--- src/rtl/i2c_pkg.sv ---
// Shared I2C definitions: FSM state encodings, default frame widths and
// acknowledge levels. Used by both the target engine and the master FSM.
package i2c_pkg;

    localparam int I2C_ADDR_LEN = 7;
    localparam int I2C_DATA_LEN = 8;

    // Level on SDA during the acknowledge slot
    localparam logic ACK  = 1'b0;
    localparam logic NACK = 1'b1;

    typedef enum logic [3:0] {
        ST_IDLE        = 4'd0,
        ST_GET_ADDRESS = 4'd1,
        ST_ADDR_ACK    = 4'd2,
        ST_WRITE_DATA  = 4'd3,
        ST_DATA_ACK    = 4'd4,
        ST_READ_DATA   = 4'd5,
        ST_CHECK_ACK   = 4'd6,
        ST_IGNORE      = 4'd7
    } i2c_state_e;

endpackage

--- src/rtl/i2c_bus_sync.sv ---
// Bus front end: synchronizes SCL/SDA into clk and produces registered
// single-cycle event pulses plus an SDA level aligned with those pulses.
module i2c_bus_sync #(
    parameter int SYNC_STAGES = 2
) (
    input  logic clk,
    input  logic rst_n,
    input  logic scl_in,
    input  logic sda_in,
    output logic sda_level,
    output logic scl_rise,
    output logic scl_fall,
    output logic start_det,
    output logic stop_det
);

    logic [SYNC_STAGES-1:0] scl_sync_reg;
    logic [SYNC_STAGES-1:0] sda_sync_reg;
    logic                   scl_prev_reg;
    logic                   sda_prev_reg;
    logic                   scl_s;
    logic                   sda_s;

    assign scl_s = scl_sync_reg[SYNC_STAGES-1];
    assign sda_s = sda_sync_reg[SYNC_STAGES-1];

    // Synchronizer chains; reset to 1 (idle bus) so reset release makes no edge
    always_ff @(posedge clk or negedge rst_n) begin
        if (!rst_n) begin
            scl_sync_reg <= '1;
            sda_sync_reg <= '1;
        end else begin
            scl_sync_reg <= {scl_sync_reg[SYNC_STAGES-2:0], scl_in};
            sda_sync_reg <= {sda_sync_reg[SYNC_STAGES-2:0], sda_in};
        end
    end

    // Edge detection; pulses and SDA level are registered together so they align
    always_ff @(posedge clk or negedge rst_n) begin
        if (!rst_n) begin
            scl_prev_reg <= 1'b1;
            sda_prev_reg <= 1'b1;
            sda_level    <= 1'b1;
            scl_rise     <= 1'b0;
            scl_fall     <= 1'b0;
            start_det    <= 1'b0;
            stop_det     <= 1'b0;
        end else begin
            scl_prev_reg <= scl_s;
            sda_prev_reg <= sda_s;
            sda_level    <= sda_s;
            scl_rise     <= scl_s & ~scl_prev_reg;
            scl_fall     <= ~scl_s & scl_prev_reg;
            start_det    <= scl_s & sda_prev_reg & ~sda_s;
            stop_det     <= scl_s & ~sda_prev_reg & sda_s;
        end
    end

endmodule

--- src/rtl/i2c_target_fsm.sv ---
// I2C target engine: address match, ACK generation, byte reception and
// byte transmission. SDA is only ever pulled low through sda_oe.
module i2c_target_fsm
    import i2c_pkg::*;
#(
    parameter int                  ADDR_LEN    = I2C_ADDR_LEN,
    parameter int                  DATA_LEN    = I2C_DATA_LEN,
    parameter logic [ADDR_LEN-1:0] TARGET_ADDR = 7'h42,
    parameter int                  SYNC_STAGES = 2
) (
    input  logic                clk,
    input  logic                rst_n,
    input  logic                scl_in,
    input  logic                sda_in,
    output logic                sda_oe,
    output logic [DATA_LEN-1:0] rx_data,
    output logic                rx_valid,
    input  logic [DATA_LEN-1:0] tx_data,
    output logic                tx_req,
    output logic                rw,
    output logic                busy
);

    // Bit position of R/W inside the received address byte
    localparam int         RW_POS   = DATA_LEN - ADDR_LEN - 1;
    localparam logic [2:0] CNT_LAST = 3'(DATA_LEN - 1);

    logic sda_level, scl_rise, scl_fall, start_det, stop_det;

    i2c_bus_sync #(
        .SYNC_STAGES (SYNC_STAGES)
    ) u_bus_sync (
        .clk       (clk),
        .rst_n     (rst_n),
        .scl_in    (scl_in),
        .sda_in    (sda_in),
        .sda_level (sda_level),
        .scl_rise  (scl_rise),
        .scl_fall  (scl_fall),
        .start_det (start_det),
        .stop_det  (stop_det)
    );

    i2c_state_e          state_reg, state_next;
    logic [2:0]          cnt_reg, cnt_next;
    logic [DATA_LEN-1:0] shift_reg, shift_next;
    logic                byte_done_reg, byte_done_next;
    logic                ack_seen_reg, ack_seen_next;
    logic                sda_oe_reg, sda_oe_next;
    logic                rw_reg, rw_next;
    logic [DATA_LEN-1:0] rx_data_reg, rx_data_next;
    logic                rx_valid_reg, rx_valid_next;
    logic                tx_req_reg, tx_req_next;

    logic [DATA_LEN-1:0] shifted_in;
    logic                last_bit;
    logic                addr_hit;

    assign shifted_in = {shift_reg[DATA_LEN-2:0], sda_level};
    assign last_bit   = (cnt_reg == CNT_LAST);
    assign addr_hit   = (shift_reg[DATA_LEN-1 -: ADDR_LEN] == TARGET_ADDR);

    // State and datapath registers; reset releases SDA immediately
    always_ff @(posedge clk or negedge rst_n) begin
        if (!rst_n) begin
            state_reg     <= ST_IDLE;
            cnt_reg       <= '0;
            shift_reg     <= '0;
            byte_done_reg <= 1'b0;
            ack_seen_reg  <= 1'b0;
            sda_oe_reg    <= 1'b0;
            rw_reg        <= 1'b0;
            rx_data_reg   <= '0;
            rx_valid_reg  <= 1'b0;
            tx_req_reg    <= 1'b0;
        end else begin
            state_reg     <= state_next;
            cnt_reg       <= cnt_next;
            shift_reg     <= shift_next;
            byte_done_reg <= byte_done_next;
            ack_seen_reg  <= ack_seen_next;
            sda_oe_reg    <= sda_oe_next;
            rw_reg        <= rw_next;
            rx_data_reg   <= rx_data_next;
            rx_valid_reg  <= rx_valid_next;
            tx_req_reg    <= tx_req_next;
        end
    end

    // Next-state logic: START/STOP override everything, else act on SCL edges
    always_comb begin
        state_next     = state_reg;
        cnt_next       = cnt_reg;
        shift_next     = shift_reg;
        byte_done_next = byte_done_reg;
        ack_seen_next  = ack_seen_reg;
        sda_oe_next    = sda_oe_reg;
        rw_next        = rw_reg;
        rx_data_next   = rx_data_reg;
        rx_valid_next  = 1'b0;
        tx_req_next    = 1'b0;

        if (start_det) begin
            state_next     = ST_GET_ADDRESS;
            cnt_next       = '0;
            byte_done_next = 1'b0;
            sda_oe_next    = 1'b0;
        end else if (stop_det) begin
            state_next  = ST_IDLE;
            sda_oe_next = 1'b0;
        end else begin
            case (state_reg)
                ST_GET_ADDRESS: begin
                    if (scl_rise) begin
                        shift_next = shifted_in;
                        cnt_next   = cnt_reg + 3'd1;
                        if (last_bit) byte_done_next = 1'b1;
                    end else if (scl_fall && byte_done_reg) begin
                        byte_done_next = 1'b0;
                        if (addr_hit) begin
                            state_next  = ST_ADDR_ACK;
                            sda_oe_next = 1'b1;
                            rw_next     = shift_reg[RW_POS];
                        end else begin
                            state_next = ST_IGNORE;
                        end
                    end
                end
                ST_ADDR_ACK: begin
                    if (scl_rise && rw_reg) begin
                        tx_req_next = 1'b1;
                    end else if (scl_fall) begin
                        cnt_next = '0;
                        if (rw_reg) begin
                            state_next  = ST_READ_DATA;
                            shift_next  = tx_data;
                            sda_oe_next = ~tx_data[DATA_LEN-1];
                        end else begin
                            state_next  = ST_WRITE_DATA;
                            sda_oe_next = 1'b0;
                        end
                    end
                end
                ST_WRITE_DATA: begin
                    if (scl_rise) begin
                        shift_next = shifted_in;
                        cnt_next   = cnt_reg + 3'd1;
                        if (last_bit) begin
                            rx_data_next   = shifted_in;
                            rx_valid_next  = 1'b1;
                            byte_done_next = 1'b1;
                        end
                    end else if (scl_fall && byte_done_reg) begin
                        state_next     = ST_DATA_ACK;
                        sda_oe_next    = 1'b1;
                        byte_done_next = 1'b0;
                    end
                end
                ST_DATA_ACK: begin
                    if (scl_fall) begin
                        state_next  = ST_WRITE_DATA;
                        sda_oe_next = 1'b0;
                    end
                end
                ST_READ_DATA: begin
                    if (scl_rise) begin
                        cnt_next = cnt_reg + 3'd1;
                        if (last_bit) byte_done_next = 1'b1;
                    end else if (scl_fall) begin
                        if (byte_done_reg) begin
                            state_next     = ST_CHECK_ACK;
                            sda_oe_next    = 1'b0;
                            byte_done_next = 1'b0;
                        end else begin
                            shift_next  = shift_reg << 1;
                            sda_oe_next = ~shift_reg[DATA_LEN-2];
                        end
                    end
                end
                ST_CHECK_ACK: begin
                    if (scl_rise) begin
                        ack_seen_next = (sda_level == ACK);
                        tx_req_next   = (sda_level == ACK);
                    end else if (scl_fall) begin
                        if (ack_seen_reg) begin
                            state_next  = ST_READ_DATA;
                            shift_next  = tx_data;
                            sda_oe_next = ~tx_data[DATA_LEN-1];
                            cnt_next    = '0;
                        end else begin
                            state_next  = ST_IGNORE;
                            sda_oe_next = 1'b0;
                        end
                    end
                end
                ST_IDLE, ST_IGNORE: begin
                end
                default: begin
                    state_next  = ST_IDLE;
                    sda_oe_next = 1'b0;
                end
            endcase
        end
    end

    assign sda_oe   = sda_oe_reg;
    assign rx_data  = rx_data_reg;
    assign rx_valid = rx_valid_reg;
    assign tx_req   = tx_req_reg;
    assign rw       = rw_reg;
    assign busy     = (state_reg != ST_IDLE);

endmodule

--- config.mk ---
export PLATFORM = sky130hd
export DESIGN_NAME = i2c_target_fsm
export DESIGN_NICKNAME = d
export VERILOG_FILES = /design/src/rtl/i2c_pkg.sv /design/src/rtl/i2c_bus_sync.sv /design/src/rtl/i2c_target_fsm.sv
export SDC_FILE = /design/constraint.sdc
export NUM_CORES = 1
export LEC_CHECK = 0
export BUFFER_PORTS_ARGS = -buffer_cell sky130_fd_sc_hd__buf_2
export CORE_MARGIN = 2
export CORE_UTILIZATION = 51
export DETAILED_ROUTE_END_ITERATION = 10
export MAX_ROUTING_LAYER = met4
export PLACE_DENSITY = 0.75
export SETUP_SLACK_MARGIN = 0.02
export SYNTH_ARGS = -nofsm -noshare
export SYNTH_HDL_FRONTEND = slang
export SYNTH_SLANG_ARGS = --single-unit
export TNS_END_PERCENT = 1
--- constraint.sdc ---
create_clock -name clk -period 1.95 [get_ports clk]
set_clock_uncertainty 0.15 [all_clocks]
set_input_delay 0.195 -clock clk [delete_from_list [all_inputs] [get_ports clk]]
set_output_delay 0.195 -clock clk [all_outputs]
set_load 0.05 [all_outputs]
==> metrics <==
Final Wtd Congestion=0.8790; Post-synth top flop=dfrtp_1; WL/cell=between 15 and 20 µm; Static Leakage=1.196 nW; Avg Synthesized Cell Area=10.67 µm²; n_diodes=0; final setup vio count=0; area grow syn2layout=31.38%; synthesized area=approximately 1900 µm²; WL final=4753 µm; initial DRC count=roughly 120; initial core utilization=53.04%; EDFF count, synth=0; chip height=around 66 µm; Worst-Skew Late Latency=around 0.29 ns; outcome=finished clean; buffers added on ports=24; Period minus WS final=1.874 ns; maxcap violations=0; grt total ovfl=0; required time of the critical path=roughly 2.0 ns; DR vias=1653; Worst Path Arrival=1.91 ns; total track usage=between 20% and 30%; pin count of the biggest net entering global routing=39; post-synthesis cell type count=43; Crit Path Class=flop to flop; Hold Crit Class=input pin to flop; Final #Nets=approximately 260; final instance area=2551 µm²; dpl cell area=2296 µm²; full die area=4317 µm²; core area=roughly 3700 µm²; Worst VDD drop=between 0.7 and 0.8 mV; Row Count=22; RSZ-0062 raised after global routing=true; drt via density=5.680; Num CTS Buffers=5; final setup margin=roughly 0.076 ns; slew of the pin with the lowest slew margin=0.4683 ns; placed insts=274; PwrDens=1349 nW/µm²; pre-CTS setup slack=-0.02334 ns; clk root buf=clkbuf_8; first-pass GRT wire length=roughly 7700 µm; Fmax=between 500 and 600 MHz; Mapped Nets=196; Non-Filler Instances=291; H-tree Lvls=2; fraction of final layout cells sized beyond drive strength 1=46.09%; Reg clk slew, reported paths=0.07 ns; vias in the first global route=1617; hpwl dp=between 3000 and 4000 µm; initial antenna violation count=0; Slew headroom=67.97%; Worst setup SP type=flop; DRC=0; TritonCTS clock tree=built; Final Util=69.69%; critical path capture point type=flop; remaining antenna violation count=0; sequential fraction of the synthesis area=between 40% and 50%; Clock Tree Buf Depth=2; Die W=65.71 µm; first-pass detailed-route iteration total=5; CP Max Fanout=6; Pins Over Slew Limit=0; Tcrit/Tclk final=96.12%; Mapped Cells=between 150 and 200; IO Pins=25; final hold viol count=0; Yosys reg bits=38; FFs w/ async S/R, synth=100.0%; YS warnings=0; clk sink count=38
cells by family after synthesis:
logic type | synth area share [%]
buffers and inverters | 5.605
AO/OA/AOI/OAI | 15.53
AND/OR/NAND/NOR | 16.04
adder cells (fa/ha/maj) | 1.288
multiplexers | 12.18
flip-flops | 49.36
Yosys cell counts, types with 2 or more instances:
cell / count / area (µm²)
nor2b_1: 3 / 18.77
a21oi_1: 13 / 65.06
o21ai_0: 4 / 20.02
a31oi_1: 7 / 43.79
nand2b_1: 2 / 12.51
o22ai_1: 4 / 25.02
mux2i_1: 9 / 90.09
buf_6: 4 / 45.04
nand3_1: 3 / 15.01
ha_1: 2 / 25.02
nor2_1: 20 / 75.07
a211oi_1: 4 / 30.03
buf_4: 3 / 22.52
dfstp_2: 6 / 157.7
nor3_1: 4 / 20.02
nor3b_1: 2 / 15.01
dfrtp_1: 32 / 800.8
and3b_1: 2 / 17.52
a22oi_1: 3 / 22.52
mux2_2: 13 / 146.4
nand2_1: 13 / 48.80
inv_1: 7 / 26.28
buf_2: 2 / 10.01
power by group:
group	internal (mW)	switching, mW	total [mW]
logic	0.833	0.944	1.78
registers	0.956	0.155	1.11
clock network	0.284	0.272	0.555
stage by stage:
step / hold WS (ns) / power (mW) / setup TNS [ns]
floorplan: -0.2506 / 2.185 / -0.03336
global placement: 0.01740 / 2.566 / -0.04230
detailed placement: 0.02796 / 2.641 / -0.02334
CTS: 0.04952 / 3.214 / 0
global route: 0.08985 / 3.685 / -0.1365
finish: 0.05150 / 3.442 / 0
worst max-delay path: stages (launching register included):
cell and delay (ns):
dfrtp_2 0.45, buf_6 0.14, or3_4 0.38, o21ai_2 0.08
nor2_2 0.08, a21boi_2 0.14, o22ai_2 0.08, a2111oi_2 0.28
routing by layer:
metal	wire length (µm)	up-vias	share of wire (%)	track usage, %
met5	0	-	0	-
met4	108	0	2.3	8.854
met2	2570	52	54	42.42
li1	-	778	-	-
met1	1864	813	39	29.31
met3	209	10	4.4	4.110
path summary, 6_finish.rpt:
| path | slack (ns) | start | cells after the start | endpoint |
|---|---|---|---|---|
| worst max-delay path | 0.08 | state_reg[1] | 7 | state_reg[2] |
| worst min-delay path | 0.05 | tx_data[2] | 3 | shift_reg[2] |
| worst max register to register | 0.08 | state_reg[1] | 7 | state_reg[2] |
| worst min register to register | 0.21 | u_bus_sync.scl_sync_reg[0] | 0 | u_bus_sync.scl_sync_reg[1] |
| max in group asynchronous | 1.13 | rst_n | 3 | u_bus_sync.sda_prev_reg |
| min in group asynchronous | 0.28 | rst_n | 3 | rx_valid |
cell type report:
class	instances	area [µm²]
fillers	269	1110
well taps	48	60.06
multi-input cells	127	938.4
flip-flops and latches	38	963.4
repair buffers	63	467.9
clock inverters	2	12.51
inverters	7	26.28
clock buffers	6	82.58
repair_timing:
action | in CTS | in global routing
gates resized for setup | 2 | 22
setup buffers | 0 | 5
hold buffers | 3 | 0
endpoints found under the setup margin | 4 | 14
endpoints found under the hold margin | 40 | 0
gates cloned | 0 | 1
pin swaps | 0 | 13
layout by cell type, fill, tap and decap left out, types with 2 or more instances in the layout:
| cell type | instances |
|---|---|
| clkbuf_8 | 6 |
| a21oi_1 | 13 |
| mux2i_1 | 9 |
| nor2_1 | 19 |
| inv_1 | 6 |
| a211oi_1 | 3 |
| mux2_2 | 13 |
| o22ai_1 | 3 |
| a31oi_1 | 6 |
| dfstp_2 | 6 |
| a22oi_1 | 3 |
| nand2_1 | 12 |
| ha_1 | 2 |
| buf_12 | 2 |
| nor3b_1 | 2 |
| buf_6 | 6 |
| nor2b_1 | 2 |
| dlygate4sd3_1 | 3 |
| nand3_1 | 3 |
| nor3_4 | 2 |
| dfrtp_1 | 28 |
| and3b_1 | 2 |
| a211oi_2 | 2 |
| buf_4 | 27 |
| o21ai_0 | 3 |
| buf_2 | 24 |
| dfrtp_2 | 4 |
| nor3_1 | 4 |
Note: power is estimated with default switching activity, not from simulation.
